[src/rtl/demux_vc_pkg.sv]
// demux_vc_pkg: shared state encoding and parameter defaults for the VC demultiplexer.
// Rev 1.0
`default_nettype none

package demux_vc_pkg;

  localparam int DEF_DATA_W = 6;
  localparam int DEF_NUM_VC = 2;
  localparam int DEF_CNT_W  = 8;

  typedef enum logic [0:0] {
    PASS  = 1'b0,
    STALL = 1'b1
  } state_t;

endpackage

`default_nettype wire

[src/rtl/demux_vc_sat_counter.sv]
// sat_counter: up-counter that sticks at all-ones; async active-low clear.
// Rev 1.0
`default_nettype none

module sat_counter #(
  parameter int WIDTH = 8
) (
  input  logic             clk,
  input  logic             reset,
  input  logic             inc,
  output logic [WIDTH-1:0] count
);

  always_ff @(posedge clk or negedge reset) begin
    if (!reset) begin
      count <= '0;
    end else if (inc && (count != '1)) begin
      count <= count + 1'b1;
    end
  end

endmodule

`default_nettype wire

[src/rtl/demux_vc.sv]
// demux_vc: routes words to NUM_VC lanes by their top selector bits, with one-word hold on backpressure.
// Rev 1.0
`default_nettype none

module demux_vc
  import demux_vc_pkg::*;
#(
  parameter int DATA_W = DEF_DATA_W,
  parameter int NUM_VC = DEF_NUM_VC,
  parameter int CNT_W  = DEF_CNT_W
) (
  input  logic                     clk,
  input  logic                     reset,
  input  logic [DATA_W-1:0]        data_in,
  input  logic                     valid_in,
  input  logic [NUM_VC-1:0]        vc_almost_full,
  output logic                     ready_out,
  output logic [NUM_VC*DATA_W-1:0] data_out,
  output logic [NUM_VC-1:0]        push,
  output logic                     err_bad_vc,
  output logic [NUM_VC*CNT_W-1:0]  pkt_cnt,
  output logic [CNT_W-1:0]         drop_cnt
);

  localparam int SEL_W = ($clog2(NUM_VC) > 1) ? $clog2(NUM_VC) : 1;
  localparam logic [SEL_W:0] C_NUM_VC = (SEL_W+1)'(NUM_VC);

  state_t              state;
  logic [DATA_W-1:0]   hold;

  logic [SEL_W-1:0]    sel_in;
  logic [SEL_W-1:0]    sel_hold;
  logic                bad_in;
  logic [NUM_VC-1:0]   oh_in;
  logic [NUM_VC-1:0]   oh_hold;
  logic                af_in;
  logic                af_hold;
  logic [NUM_VC-1:0]   push_sel;
  logic [DATA_W-1:0]   push_word;
  logic                drop;

  assign sel_in    = data_in[DATA_W-1 -: SEL_W];
  assign sel_hold  = hold[DATA_W-1 -: SEL_W];
  assign bad_in    = ({1'b0, sel_in} >= C_NUM_VC);
  assign ready_out = (state == PASS);

  always_comb begin
    oh_in   = '0;
    oh_hold = '0;
    for (int i = 0; i < NUM_VC; i++) begin
      oh_in[i]   = (sel_in == SEL_W'(i));
      oh_hold[i] = (sel_hold == SEL_W'(i));
    end
  end

  assign af_in   = |(oh_in & vc_almost_full);
  assign af_hold = |(oh_hold & vc_almost_full);

  // A draining held word takes priority; data_in is ignored because ready_out is low in STALL.
  always_comb begin
    push_sel  = '0;
    push_word = hold;
    drop      = 1'b0;
    if (state == STALL) begin
      if (!af_hold) begin
        push_sel = oh_hold;
      end
    end else if (valid_in) begin
      if (bad_in) begin
        drop = 1'b1;
      end else if (!af_in) begin
        push_sel  = oh_in;
        push_word = data_in;
      end
    end
  end

  always_ff @(posedge clk or negedge reset) begin
    if (!reset) begin
      state      <= PASS;
      hold       <= '0;
      data_out   <= '0;
      push       <= '0;
      err_bad_vc <= 1'b0;
    end else begin
      push       <= push_sel;
      err_bad_vc <= drop;
      for (int i = 0; i < NUM_VC; i++) begin
        data_out[i*DATA_W +: DATA_W] <= push_sel[i] ? push_word : '0;
      end
      case (state)
        PASS: begin
          if (valid_in && !bad_in && af_in) begin
            hold  <= data_in;
            state <= STALL;
          end
        end
        STALL: begin
          if (!af_hold) begin
            hold  <= '0;
            state <= PASS;
          end
        end
        default: state <= PASS;
      endcase
    end
  end

  for (genvar g = 0; g < NUM_VC; g++) begin : g_lane_cnt
    sat_counter #(.WIDTH(CNT_W)) u_pkt_cnt (
      .clk   (clk),
      .reset (reset),
      .inc   (push_sel[g]),
      .count (pkt_cnt[g*CNT_W +: CNT_W])
    );
  end

  sat_counter #(.WIDTH(CNT_W)) u_drop_cnt (
    .clk   (clk),
    .reset (reset),
    .inc   (drop),
    .count (drop_cnt)
  );

endmodule

`default_nettype wire
[config.mk]
export PLATFORM = sky130hd
export DESIGN_NAME = demux_vc
export DESIGN_NICKNAME = d
export VERILOG_FILES = /design/src/rtl/demux_vc_pkg.sv /design/src/rtl/demux_vc_sat_counter.sv /design/src/rtl/demux_vc.sv
export SDC_FILE = /design/constraint.sdc
export NUM_CORES = 1
export LEC_CHECK = 0
export CORE_UTILIZATION = 25
export CTS_BUF_LIST = sky130_fd_sc_hd__clkbuf_2 sky130_fd_sc_hd__clkbuf_4 sky130_fd_sc_hd__clkbuf_8
export CTS_CLUSTER_DIAMETER = 80
export DETAILED_ROUTE_END_ITERATION = 10
export PLACE_DENSITY = 0.51
export SYNTH_ARGS = -nofsm -noshare
export SYNTH_HDL_FRONTEND = slang
export SYNTH_HIERARCHICAL = 1
export SYNTH_SLANG_ARGS = --single-unit
[constraint.sdc]
create_clock -name clk -period 2.3 [get_ports clk]
set_input_delay 0.69 -clock clk [delete_from_list [all_inputs] [get_ports clk]]
set_output_delay 0.69 -clock clk [all_outputs]
set_load 0.03 [all_outputs]
==> impl_metrics.yaml, run 1 <==
finish:
  final_cell_mix: "clkdlybuf4s50_1, dfrtp_1, buf_4, a21oi_1, nand3_1"
  final_cell_area_sq_mm: 0.002949
  mostFrequentLayoutCell: "clkdlybuf4s50_1"
  syn_to_final_growth_pct: 42.76
  diodes: 0
  nets: 261
  drive_above_1_share_pct: 20.16
cts:
  cts_tree: "built"
  post_cts.repair.setup_buffers: 0
  clock-sinks: 45
  cts_resized: 0
  cts_root_buffer: "clkbuf_8"
  htreeDepth: 2
  clk_latency_ns: 0.29
  cts_made_buffers: 5
  clock_tree.buffer_depth: 2
  clk_pin_slew_worst_paths_ns: 0.09
  holdBufCountCts: 0
setup_path:
  criticalPathCategory: "flop to output pin"
  worstPathCellList: "clkdlybuf4s50_1"
  start_kind: "flop"
  cpPeakStageDelay_ns: 0.72
  r2r-start: "state$_DFF_PN0_"
  reg2reg_depth: 6
  r2r_setup_slack_ns: 0.58
  arrival_ns: 1.52
  end_kind: "output pin"
  cp_top_family: "buffers and inverters"
  crit_fanout: 8
  slowest_stage: "clkdlybuf4s50_1"
  timing.rr.end: "g_lane_cnt[1].u_pkt_cnt/count[5]$_DFFE_PN0P_"
  cp.required_ns: 1.61
  cp.buffers_inverters: 1
sta:
  rsz0062_at_grt: "false"
  tightest_slew_ns: 0.5808
  period_share_pct: 96.02
  final_hold_viol_count: 0
  skew_ns: 0.008812
  fin_crit_ns: 2.208
  worst_slack_ns: 0.09153
  relSlewSlack_pct: 61.28
  maxSlewViolCount: 0
  setup_violations: 0
  max_freq_mhz: 452.8
drt:
  vias_per_cell: 4.671
  drt_wl_total_mm: 4.693
  drt-initial-drc-count: 67
  first_pass_iters: 4
  post-route-drc-count: 0
  avgRoutedWirePerCell_microns: 13.41
  ant_nets: 0
  vias: 1635
global_route:
  grt-ovfl-total: 0
  grt_max_degree: 46
  grt_usage_pct: 11.51
  antenna_found_initial: 0
  grt_pass1_vias: 1563
  grt_pass1_wl_mm: 7.852
place:
  place_congestion: 0.7424
  dp_hpwl_mm: 3.285
  io_buffers: 49
  placed_cell_area_sq_mm: 0.002821
  pre_cts_slack_ns: -0.1347
floorplanning:
  die_h_microns: 92.90
  io_pins: 51
  start_util_pct: 26.32
  num_rows: 32
  core_area_sq_mm: 0.007848
  die_x_microns: 92.90
  dieArea_sq_mm: 0.008630
synthesis:
  synth_area_leaders: "dfrtp_1, a21oi_1, mux2_4"
  synth-seq-cells: 45
  syn_area_sq_mm: 0.002066
  async_flop_share_pct: 100.0
  yosys_warnings: 6
  netlist_instances: 169
  synth_cell_types: 37
  synth_edf_count: 0
  synth_top_area_share_pct: 54.51
  synth_area_leader_cell: "dfrtp_1"
  syn_avg_cell_area_sq_um: 12.22
  synth-main-ff-cell: "dfrtp_1"
  seq_area_frac_synth_pct: 54.51
run_status:
  status: "finished, final reports clean"
power_and_ir_drop:
  ir_worst_vdd_v: 0.0004719
  total_leakage_power_nw: 1.263
  power-per-cell-area_mw_per_mm2: 1048
min_path:
  min_path_type: "input pin to async pin"
flow_run:
  max-cap-violations: 0
==> sequential cells by signal, summed over array words and instances (netlist names) <==
| name | count |
|---|---|
| g_lane_cnt.u_pkt_cnt/count | 16 |
| push | 2 |
| data_out | 12 |
| state | 1 |
| hold | 6 |
| u_drop_cnt/count | 8 |
==> final cells by class <==
cell class | instances | area [sq um]
clock buffers | 6 | 82.58
clock inverters | 2 | 37.54
fillers | 806 | 4898
inverters | 7 | 26.28
multi-input cells | 122 | 933.4
flip-flops and latches | 45 | 1126
well taps | 102 | 127.6
repair buffers | 66 | 615.6
==> metrics by stage <==
step	power, W	util [%]	hold WS [ns]	cells	TNS, ns
2_1_floorplan	0.001943	-	0.3944	175	0
3_3_place_gp	0.002478	35.95	0.4811	342	-0.5253
3_5_place_dp	0.002487	35.95	0.4834	342	-0.4924
4_1_cts	0.003133	37.48	0.4935	350	0
5_1_grt	0.003274	37.58	0.5184	350	0
6_report	0.003090	37.58	0.4667	350	0
==> per-layer routing <==
metal / track usage (%) / routed length (microns) / part of all wire (%)
met1: 15.56 / 2244 / 48
met2: 18.14 / 2170 / 46
met3: 3.038 / 235 / 5.0
met4: 3.077 / 42 / 0.89
met5: 0 / 0 / 0
==> worst max path at each step <==
stage                                          startpoint                                           end  slack (ns)  depth (start not counted)
final                     u_drop_cnt/count[6]$_DFFE_PN0P_                                   drop_cnt[6]        0.09                          1
after global routing                             valid_in  g_lane_cnt[0].u_pkt_cnt/count[4]$_DFFE_PN0P_        0.01                          8
after CTS                                 state$_DFF_PN0_                                     ready_out        0.02                          2
after detailed placement                         valid_in  g_lane_cnt[0].u_pkt_cnt/count[4]$_DFFE_PN0P_       -0.13                          8
after global placement                           valid_in  g_lane_cnt[0].u_pkt_cnt/count[4]$_DFFE_PN0P_       -0.13                          8
after floorplan                                  valid_in  g_lane_cnt[0].u_pkt_cnt/count[5]$_DFFE_PN0P_        0.33                          6
==> cell families after synthesis <==
kind of cell	share of synthesized area (%)
AO/OA/AOI/OAI	21.08
XOR/XNOR	2.544
adder cells (fa/ha/maj)	1.817
buffers and inverters	1.636
flip-flops	54.51
multiplexers	5.754
other	0.1815
AND/OR/NAND/NOR	12.48
==> synth_stat cells (2+ instances only) <==
cell type	count
xnor2_1	3
a22o_1	6
mux2_1	3
nand3_1	11
mux2_4	4
nand2_1	4
nor2_1	3
a31oi_1	6
a41oi_1	6
o21ai_2	3
and4_4	3
nand4_1	3
nand3_2	3
o211ai_1	3
o21ai_1	5
and3_4	3
a311oi_2	3
a21boi_0	3
nor2b_1	2
a21o_1	2
dfrtp_1	45
a21oi_1	16
o21a_1	3
inv_1	7
xor2_1	3
nor3_1	3
ha_1	3
==> report_power, final <==
part	internal [W]	switching (W)	leakage [nW]
registers	0.000987	0.000254	0.583
logic	0.000555	0.000665	0.622
clock network	0.000354	0.000276	0.0574
total	0.00190	0.00119	1.26
Note: power is estimated with default switching activity, not from simulation.
==> run 2: changes to the inputs <==
--- a/config.mk
+++ b/config.mk
@@ -5,6 +5,7 @@
 export SDC_FILE = /design/constraint.sdc
 export NUM_CORES = 1
 export LEC_CHECK = 0
+export ABC_AREA = 0
 export CORE_UTILIZATION = 25
 export CTS_BUF_LIST = sky130_fd_sc_hd__clkbuf_2 sky130_fd_sc_hd__clkbuf_4 sky130_fd_sc_hd__clkbuf_8
 export CTS_CLUSTER_DIAMETER = 80
==> results of run 2 <==
The final DEF is identical to that of run 1; final timing and power are the same.
